--- src/rtl/lock_timer_pkg.sv ---
// lock_timer_pkg: shared state encoding and sizing helpers for the lock timer
package lock_timer_pkg;

    typedef enum logic [1:0] {
        IDLE = 2'd0,
        RUN  = 2'd1,
        DONE = 2'd2
    } state_t;

    function automatic int div_of(input int clk_hz, input int tick_hz);
        return clk_hz / tick_hz;
    endfunction

    function automatic int pre_width(input int div);
        return (div > 1) ? $clog2(div) : 1;
    endfunction

endpackage

--- src/rtl/tick_prescaler.sv ---
// tick_prescaler: free-running divide-by-DIV counter emitting a one-cycle tick
module tick_prescaler
    import lock_timer_pkg::*;
#(
    parameter int DIV = 100
) (
    input  logic clk,
    input  logic rst_n,
    output logic tick
);

    localparam int PW = pre_width(DIV);
    localparam logic [PW-1:0] LAST = PW'(DIV - 1);

    logic [PW-1:0] r_cnt;

    // counts 0..DIV-1 and wraps; only reset ever clears it
    always_ff @(posedge clk) begin
        if (!rst_n) r_cnt <= '0;
        else r_cnt <= (r_cnt == LAST) ? '0 : r_cnt + PW'(1);
    end

    assign tick = (r_cnt == LAST);

endmodule

--- src/rtl/lock_timer_ctrl.sv ---
// lock_timer_ctrl: scan tick, one-second tick and loadable seconds countdown.
// Optional macro LOCK_TIMER_PAUSE_EN adds a pause input that freezes the countdown.
module lock_timer_ctrl
    import lock_timer_pkg::*;
#(
    parameter int CLK_HZ  = 100000000,
    parameter int TICK_HZ = 100,
    parameter int SEC_W   = 8
) (
    input  logic             clk,
    input  logic             rst_n,
    input  logic             start,
    input  logic             cancel,
`ifdef LOCK_TIMER_PAUSE_EN
    input  logic             pause,
`endif
    input  logic [SEC_W-1:0] load_sec,
    output logic             tick_100hz,
    output logic             sec_pulse,
    output logic             busy,
    output logic [SEC_W-1:0] remain_sec,
    output logic             expire
);

    localparam int DIV = div_of(CLK_HZ, TICK_HZ);
    localparam int SW  = pre_width(TICK_HZ);
    localparam logic [SW-1:0] SUB_LAST = SW'(TICK_HZ - 1);

    generate
        if ((CLK_HZ % TICK_HZ) != 0 || DIV < 2) begin : g_bad_div
            $error("lock_timer_ctrl: CLK_HZ must be an exact multiple (>=2x) of TICK_HZ");
        end
    endgenerate

    state_t           r_state;
    logic [SW-1:0]    r_sub;
    logic [SEC_W-1:0] r_remain;
    logic             r_busy;
    logic             r_expire;
    logic             r_sec_pulse;
    logic             w_tick;
    logic             w_pause;
    logic             w_start;
    logic             w_load_zero;
    logic             w_count;

    tick_prescaler #(.DIV(DIV)) u_pre (
        .clk   (clk),
        .rst_n (rst_n),
        .tick  (w_tick)
    );

`ifdef LOCK_TIMER_PAUSE_EN
    assign w_pause = pause;
`else
    assign w_pause = 1'b0;
`endif

    // cancel always beats a simultaneous start
    assign w_start     = start & ~cancel;
    assign w_load_zero = (load_sec == '0);
    assign w_count     = w_tick & ~w_pause;

    // countdown FSM; outputs are registered so expire/sec_pulse land one cycle after their cause
    always_ff @(posedge clk) begin
        if (!rst_n) begin
            r_state     <= IDLE;
            r_sub       <= '0;
            r_remain    <= '0;
            r_busy      <= 1'b0;
            r_expire    <= 1'b0;
            r_sec_pulse <= 1'b0;
        end else begin
            r_expire    <= 1'b0;
            r_sec_pulse <= 1'b0;
            case (r_state)
                IDLE: begin
                    r_sub <= '0;
                    if (w_start && w_load_zero) begin
                        r_expire <= 1'b1;
                    end else if (w_start) begin
                        r_state  <= RUN;
                        r_busy   <= 1'b1;
                        r_remain <= load_sec;
                    end
                end
                RUN: begin
                    if (cancel) begin
                        r_state  <= IDLE;
                        r_busy   <= 1'b0;
                        r_remain <= '0;
                        r_sub    <= '0;
                    end else if (w_start && w_load_zero) begin
                        r_state  <= IDLE;
                        r_busy   <= 1'b0;
                        r_remain <= '0;
                        r_sub    <= '0;
                        r_expire <= 1'b1;
                    end else if (w_start) begin
                        r_remain <= load_sec;
                        r_sub    <= '0;
                    end else if (w_count && r_sub == SUB_LAST) begin
                        r_sub       <= '0;
                        r_sec_pulse <= 1'b1;
                        r_remain    <= r_remain - SEC_W'(1);
                        if (r_remain == SEC_W'(1)) begin
                            r_state  <= DONE;
                            r_busy   <= 1'b0;
                            r_expire <= 1'b1;
                        end
                    end else if (w_count) begin
                        r_sub <= r_sub + SW'(1);
                    end
                end
                DONE: begin
                    r_state <= IDLE;
                    r_sub   <= '0;
                end
                default: r_state <= IDLE;
            endcase
        end
    end

    assign tick_100hz = w_tick;
    assign sec_pulse  = r_sec_pulse;
    assign busy       = r_busy;
    assign remain_sec = r_remain;
    assign expire     = r_expire;

endmodule

--- config.mk ---
export PLATFORM = sky130hd
export DESIGN_NAME = lock_timer_ctrl
export DESIGN_NICKNAME = d
export VERILOG_FILES = /design/src/rtl/lock_timer_pkg.sv /design/src/rtl/tick_prescaler.sv /design/src/rtl/lock_timer_ctrl.sv
export SDC_FILE = /design/constraint.sdc
export NUM_CORES = 1
export LEC_CHECK = 0
export CAP_MARGIN = 30
export CORE_ASPECT_RATIO = 0.7
export CORE_MARGIN = 5
export CORE_UTILIZATION = 41
export CTS_CLUSTER_DIAMETER = 200
export DETAILED_ROUTE_END_ITERATION = 10
export GPL_TIMING_DRIVEN = 1
export SLEW_MARGIN = 20
export SYNTH_ARGS = -nofsm -noshare
export SYNTH_HDL_FRONTEND = slang
export SYNTH_SLANG_ARGS = --single-unit
--- constraint.sdc ---
create_clock -name clk -period 4.55 [get_ports clk]
set_clock_uncertainty 0.1 [all_clocks]
set_input_delay 0.91 -clock clk [delete_from_list [all_inputs] [get_ports clk]]
set_output_delay 0.91 -clock clk [all_outputs]
set_load 0.1 [all_outputs]
# [Yosys cells after proc, flatten, opt, wreduce, memory -nomap -nowiden]
# Cells that the tools add are included.
# Widths: inputs -> output; s select.
[totals] reg_bits=40 in_bits=12 output_inout_bits=12
[classes] n_addsub=3 n_eq_ne=12 mux=37 bitwise=4 reduce_logical=13
[op_table] op="$mux 8" n=6
[op_table] op="$mux 7" n=5
[op_table] op="$add 20x1->20 const B" n=1
[op_table] op="$eq 20x20->1 const B" n=1
[op_table] op="$pmux 8 s2" n=1
[op_table] op="$mux 1" n=14
[op_table] op="$mux 2" n=7
[op_table] op="$pmux 7 s2" n=1
[op_table] op="$ne 4x4->1 const B" n=3
[op_table] op="$eq 8x1->1 const B" n=1
[op_table] op="$logic_not 8->1" n=1
[op_table] op="$sub 8x1->8 const B" n=1
[op_table] op="$add 7x1->7 const B" n=1
[op_table] op="$eq 7x7->1 const B" n=1
[op_table] op="$ne 6x6->1 const B" n=1
[op_table] op="$reduce_and 6->1" n=1
[op_table] op="$ne 5x5->1 const B" n=1
[op_table] op="$reduce_and 5->1" n=1
[op_table] op="$reduce_or 5->1" n=1
[op_table] op="$ne 2x2->1 const B" n=2
[op_table] op="$pmux 1 s2" n=2
[op_table] op="$pmux 2 s2" n=1
[op_table] op="$reduce_and 4->1" n=1
[op_table] op="$reduce_bool 2->1" n=2
[op_table] op="other kinds (8)" n=12

# [Depth between registers and ports, before layout]
# Gate-level depths: netlist (run 1).
[logic_depth] word_depth=7 ltp_mapped=7 ltp_nobuf=7

# [Cells and area by module]
# A second synthesis (run 1) with hierarchy kept.
[hier_totals] hier_cells=260 hier_area_um2=2174.6
[modules_own_cells] module="lock_timer_ctrl" instances=1 cells_each=154 area_per_inst_um2=1218.7 seq_area_each_um2=400.4
[modules_own_cells] module="tick_prescaler" instances=1 cells_each=106 area_per_inst_um2=955.9 seq_area_each_um2=400.4

# [Least setup slack after synthesis (run 1)]
# Ideal clock, no wire load.
[synth_timing] kind="reg-to-output" from="reg u_pre.r_cnt[0]" to="out tick_100hz" t_arrival_ns=2.187 t_required_ns=3.540 setup_slack_ns=1.353 path_stages_with_launch=5 n_path_buf=0 cell_sequence="dfxtp_1 > ha_1 > and4_1 > nand2_1 > nor2_1"
[synth_via] elab_chain_len=1
[synth_lines] element="start, declared" line="tick_prescaler.sv:15" source="logic [PW-1:0] r_cnt;"
[synth_lines] element="start signal, assigned" line="tick_prescaler.sv:20" source="else r_cnt <= (r_cnt == LAST) ? '0 : r_cnt + PW'(1);"
[synth_lines] element="$eq 20x20->1" line="tick_prescaler.sv:23" source="assign tick = (r_cnt == LAST);"
[synth_lines] element="end, declared" line="lock_timer_ctrl.sv:18" source="output logic tick_100hz,"
# Every way passes these cells.

# [Worst setup path after layout (run 1)]
[layout_timing] from="reg r_remain[1], in the netlist remain_sec[1]" to="out remain_sec[1]"
[layout_rtl] element="start, declared" line="lock_timer_ctrl.sv:37" source="logic [SEC_W-1:0] r_remain;"
[layout_rtl] element="start signal, assigned" line="lock_timer_ctrl.sv:84" source="r_remain <= load_sec;"
[layout_rtl] element="start signal, assigned" line="lock_timer_ctrl.sv:100" source="r_remain <= load_sec;"
[layout_rtl] element="start signal, assigned" line="lock_timer_ctrl.sv:105" source="r_remain <= r_remain - SEC_W'(1);"
[layout_rtl] element="end, declared" line="lock_timer_ctrl.sv:21" source="output logic [SEC_W-1:0] remain_sec,"
# No word-level cell between the ends.

==> results of run 1 <==
-- layout make-up --
class / count / area, sq um / area share
Multi-Input combinational cell: 191 / 1230 / 0.496
Sequential cell: 40 / 801 / 0.323
Timing Repair Buffer: 23 / 228 / 0.0919
Clock buffer: 7 / 96.3 / 0.0389
Tap cell: 69 / 86.3 / 0.0348
Inverter: 10 / 37.5 / 0.0152
-- metrics by stage --
stage	power (mW)	cells	cell area, sq um	utilization
CTS	0.772	340	2480	0.510
detailed placement	0.517	333	2380	0.490
floorplan	0.479	247	2090	-
global route	0.800	340	2480	0.510
finish	0.764	340	2480	0.510
global placement	0.518	333	2380	0.490
-- registers in the layout, indices dropped and copies added (netlist names) --
signal / count
busy: 1
expire: 1
r_state: 2
r_sub: 7
remain_sec: 8
sec_pulse: 1
u_pre.r_cnt: 20
-- logic make-up (layout without fill, tap and decap cells) --
logic type	after synthesis	count (layout)	synth area share
simple gates	109	109	0.298
compound gates	59	59	0.185
flops	40	40	0.382
xor+xnor	19	19	0.0795
buf+inv	16	40	0.0311
fa+ha+maj	4	4	0.0239
-- synth_stat cells, drive strengths merged (4+ instances only) --
cell type / number
nand4: 4
o21ai: 15
a21oi: 16
nand2: 13
nor2: 33
ha: 4
nor4: 5
a211oi: 5
nand3: 10
xor2: 8
nor3: 9
or3: 8
dfxtp: 40
inv: 9
buf: 4
xnor2: 11
and4: 5
-- final timing paths --
kind                    end  slack, ps  cells past startpoint
max           remain_sec[1]       1610                      1
min          u_pre.r_cnt[0]        340                      1
max reg2reg   remain_sec[7]       2290                      6
min reg2reg  u_pre.r_cnt[0]        340                      1
-- layer usage --
| layer | vias to the layer above | routed length, um |
|---|---|---|
| met5 | - | 0 |
| met4 | 0 | 0 |
| met3 | 0 | 361 |
| met2 | 53 | 1870 |
| met1 | 856 | 2720 |
| li1 | 949 | - |
-- report_power, final --
part	leakage (nW)	switching, mW	total, mW	internal, mW
Combinational	0.437	0.0908	0.138	0.0475
Sequential	0.325	0.0128	0.372	0.359
Clock	0.0503	0.119	0.254	0.135
Total	0.812	0.222	0.764	0.542
==> metrics, run 1 <==
Top Usage Layer GRT met1; CTS Hold Bufs 0; nets 287; Place WS 1520 ps; H-tree depth 2; Final period util 0.645; sequential fraction of the synthesis area 0.382; final setup margin 1610 ps; core area 4860 sq um; Placer Congestion 0.854; Critical Path RT 3540 ps; total buffers and inverters traversed by the critical path 1; cell row count 21; Post-Syn Instances 247; syn_area_per_cell 8.48 sq um; GR Util met3 0.0575; diodes inserted 0; gr ovfl total 0; GR Util met2 0.183; Yosys cell types 56; post-synthesis net count 263; Setup Viol. Count Final 0; port buffer count 23; DR vias 1858; Slowest Stage Delay on Critical Path 1190 ps; Slew HR 0.341; Clock Latency Late Sink 290 ps; synthesized area 2090 sq um; post-CTS sizing 0; sequence of cells on the critical path clkdlybuf4s50_1; clock sink total 40; FFs w/ async S/R, synth 0; dpl hpwl 3750 um; Leak 0.812 nW; CP Launch Type flop; setup bufs post-CTS 0; DR vias/cell 5.46; cell at the slowest stage of the critical path clkdlybuf4s50_1; Synth area leaders dfxtp_1 38%, nor2_1 5.7%, xnor2_1 4.6%; fin. max-slew vios 0; ys flop type dfxtp_1; setup TNS 0 ps; Die Span Y 69.8 um; CTS Buffer Depth 2; die area 6660 sq um; DRT Pass-1 Iters 4; fmax 0.341 GHz; Clock Root Buffer clkbuf_8; Hold Vio Cnt, Final 0; CTS tree done; Tot GR Track Use 0.155; Die Wd 95.4 um; Ports 24; CP delay by family, top buffers and inverters; wire per inst 14.6 um; max-cap violations 0; Hold Crit Class flop to flop; Starting Density 0.431; worst min-delay path startpoint u_pre.r_cnt[0]; post-route ant nets 0; Crit Path Category flop to output pin; most frequent cells in the layout 40 x dfxtp_1, 32 x nor2_1, 22 x clkdlybuf4s50_1, 16 x a21oi_1, 13 x nand2_1; RSZ-0062 raised after global routing no; Seq cells post-synth 40; Worst IR Drop VDD 0.000206 V; Reg-to-Reg Start u_pre.r_cnt[0]; PwrDens 308 nW/um^2; Critical Path Start remain_sec[1]; # fillers 455; worst hold margin 339 ps; Worst-path clk slew 80 ps; DRT iter0 DRCs 131; status finished, final reports clean; Worst Max-Slew Pin Slew 986 ps; ratio of cells with drive above 1 in the final layout 0.0812; met1 usage 0.252; antenna violations before repair 0; Post-Route WL 4950 um; TritonCTS Buffers 5; EDFF count, synth 0; Residual DRC 0; largest net degree at the start of global routing 19; Tmin final 2940 ps; critical path arrival 1930 ps; global-route wire length before repair 8200 um; Area Overhead vs Synth 18.3%; vias in the first global route 1638; leading area contributor after synthesis dfxtp_1; share of the synthesized area in the top cell type 0.382; CP Max Fanout 6; most common cell after layout, fill and taps aside dfxtp_1; Ys Warns 0; Crit. End Element output pin
Power figures use the tool's default switching activity.
==> inputs of run 2 (changes only) <==
==> constraint.sdc (replaced) <==
create_clock -name clk -period 2.9 [get_ports clk]
set_clock_uncertainty 0.1 [all_clocks]
set_input_delay 0.58 -clock clk [delete_from_list [all_inputs] [get_ports clk]]
set_output_delay 0.58 -clock clk [all_outputs]
set_load 0.1 [all_outputs]
==> run 2 against run 1 <==
Hold slack better by 5.8 ps. Combinational power up 57%. Wire length down 3.8%. Critical path type unchanged. Clock power up 47%. Worst setup slack worse by 1200 ps. Total power up 54%.
==> metrics, run 2 (same netlist as run 1, synthesis figures left out) <==
status finished, final reports clean (unchanged); Clock Root Buffer clkbuf_8 (unchanged); Crit Path Category flop to output pin (unchanged); Slew HR 0.466 (was 0.341); gr ovfl total 0 (unchanged); diodes inserted 0 (unchanged); Reg power frac 0.497 (was 0.487); global-route wire length before repair 7820 um (was 8200 um); Ports 24 (unchanged); most common cell after layout, fill and taps aside dfxtp_1 (unchanged); fin. max-slew vios 0 (unchanged); CTS tree done (unchanged); max-cap violations 0 (unchanged); Clock Latency Late Sink 280 ps (was 290 ps); switching power 0.342 mW (was 0.222 mW); met1 usage 0.255 (was 0.252); setup bufs post-CTS 0 (unchanged); CP Max Fanout 6 (unchanged); antenna violations before repair 0 (unchanged); Worst-path clk slew 70 ps (was 80 ps); GR Util met2 0.165 (was 0.183); Hold Crit Class flop to flop (unchanged); DRT Pass-1 Iters 4 (unchanged); nets 291 (was 287); RSZ-0062 raised after global routing no (unchanged); CTS Buffer Depth 2 (unchanged); ratio of cells with drive above 1 in the final layout 0.130 (was 0.0812); Hold Vio Cnt, Final 0 (unchanged); dpl hpwl 3640 um (was 3750 um); Tot GR Track Use 0.147 (was 0.155); Top Usage Layer GRT met1 (unchanged); Worst Max-Slew Pin Slew 800 ps (was 986 ps); DR vias 1815 (was 1858); critical path arrival 1810 ps (was 1930 ps); post-route ant nets 0 (unchanged); DRT iter0 DRCs 164 (was 131); largest net degree at the start of global routing 19 (unchanged); Tmin final 2490 ps; PwrDens 472 nW/um^2 (was 308 nW/um^2); die area 6660 sq um (unchanged); vias in the first global route 1506 (was 1638); Worst IR Drop VDD 0.000292 V (was 0.000206 V); CTS Hold Bufs 0 (unchanged); R2R cell count 6 (unchanged); core area 4860 sq um (unchanged); Largest register FFs 20 (unchanged); Starting Density 0.431 (unchanged); Die Wd 95.4 um (unchanged); wire per inst 13.8 um (was 14.6 um); clock share of power 0.318 (was 0.332); Placer Congestion 0.858 (was 0.854); Top reg by flops u_pre.r_cnt (unchanged); fmax 0.402 GHz; hold depth 1 (unchanged); cell row count 21 (unchanged); setup TNS 0 ps (unchanged); Leak 0.850 nW (was 0.812 nW); Die Span Y 69.8 um (unchanged); H-tree depth 2 (unchanged); most frequent cells in the layout 40 x dfxtp_1, 32 x nor2_1, 16 x a21oi_1, 15 x buf_4, 13 x nand2_1 (was 40 x dfxtp_1, 32 x nor2_1, 22 x clkdlybuf4s50_1, 16 x a21oi_1, 13 x nand2_1); Sw Ratio 0.291 (about the same); Setup Viol. Count Final 0 (unchanged); share of total power in combinational logic 0.185 (was 0.181); post-route total power 1.17 mW (was 0.764 mW); CP Launch Type flop (unchanged); Area Overhead vs Synth 18.7% (was 18.3%); Post-Route WL 4760 um (was 4950 um); Crit. End Element output pin (unchanged); TritonCTS Buffers 5 (unchanged); DR vias/cell 5.26 (was 5.46); post-CTS sizing 0 (unchanged); Final period util 0.858; Critical Path RT 2220 ps (was 3540 ps); Residual DRC 0 (unchanged); port buffer count 23 (unchanged); clock sink total 40 (unchanged); P_int 0.831 mW (was 0.542 mW); GR Util met3 0.0412 (was 0.0575)
[run 2: cell count changes in the layout (fill, tap and decap cells not counted)]
cell	change
buf_4	+14
clkbuf_1	+2
buf_12	+1
clkdlybuf4s50_1	-11
clkbuf_8	-1
[run 2: final timing paths]
path                        start        endpoint  slack, ps
hold / removal     u_pre.r_cnt[0]  u_pre.r_cnt[0]        340
setup / recovery  u_pre.r_cnt[11]      tick_100hz        410
setup reg to reg   u_pre.r_cnt[0]   remain_sec[7]        740
hold reg to reg    u_pre.r_cnt[0]  u_pre.r_cnt[0]        340
[run 2: cell type report]
class	count	area, sq um
multi-input combinational	191	1230
clock buffer	8	90.1
timing repair buffer	27	243
fill	467	2370
tap	69	86.3
inverter	10	37.5
sequential	40	801
[run 2: per-layer routing]
layer / share of wire / up-vias
li1: - / 954
met1: 0.54 / 812
met2: 0.36 / 47
met3: 0.085 / 2
met4: 0.0055 / 0
met5: 0 / -
[run 2: critical path, stage by stage, from the launching register on]
cell      delay (ps)
dfxtp_1          350
nor4_2           370
nand4b_2         250
nor2_1           340
buf_12           220
[run 2: power groups by stage]
stage                     clock (mW)  sequential [mW]  combinational, mW
after floorplan                    0            0.662             0.0899
after global placement             0            0.596              0.220
after detailed placement           0            0.596              0.215
after CTS                      0.384            0.583              0.216
after global routing           0.415            0.586              0.231
final                          0.374            0.583              0.217
[run 2: through the flow]
stage | util | instances | hold WS, ps | instance area (sq um) | worst slack, ps
5_1_grt | 0.511 | 345 | 371 | 2490 | 280
2_1_floorplan | - | 247 | 313 | 2090 | 32.8
3_5_place_dp | 0.493 | 337 | 334 | 2400 | 262
4_1_cts | 0.511 | 345 | 345 | 2490 | 410
3_3_place_gp | 0.493 | 337 | 326 | 2400 | 274
6_report | 0.511 | 345 | 345 | 2490 | 411
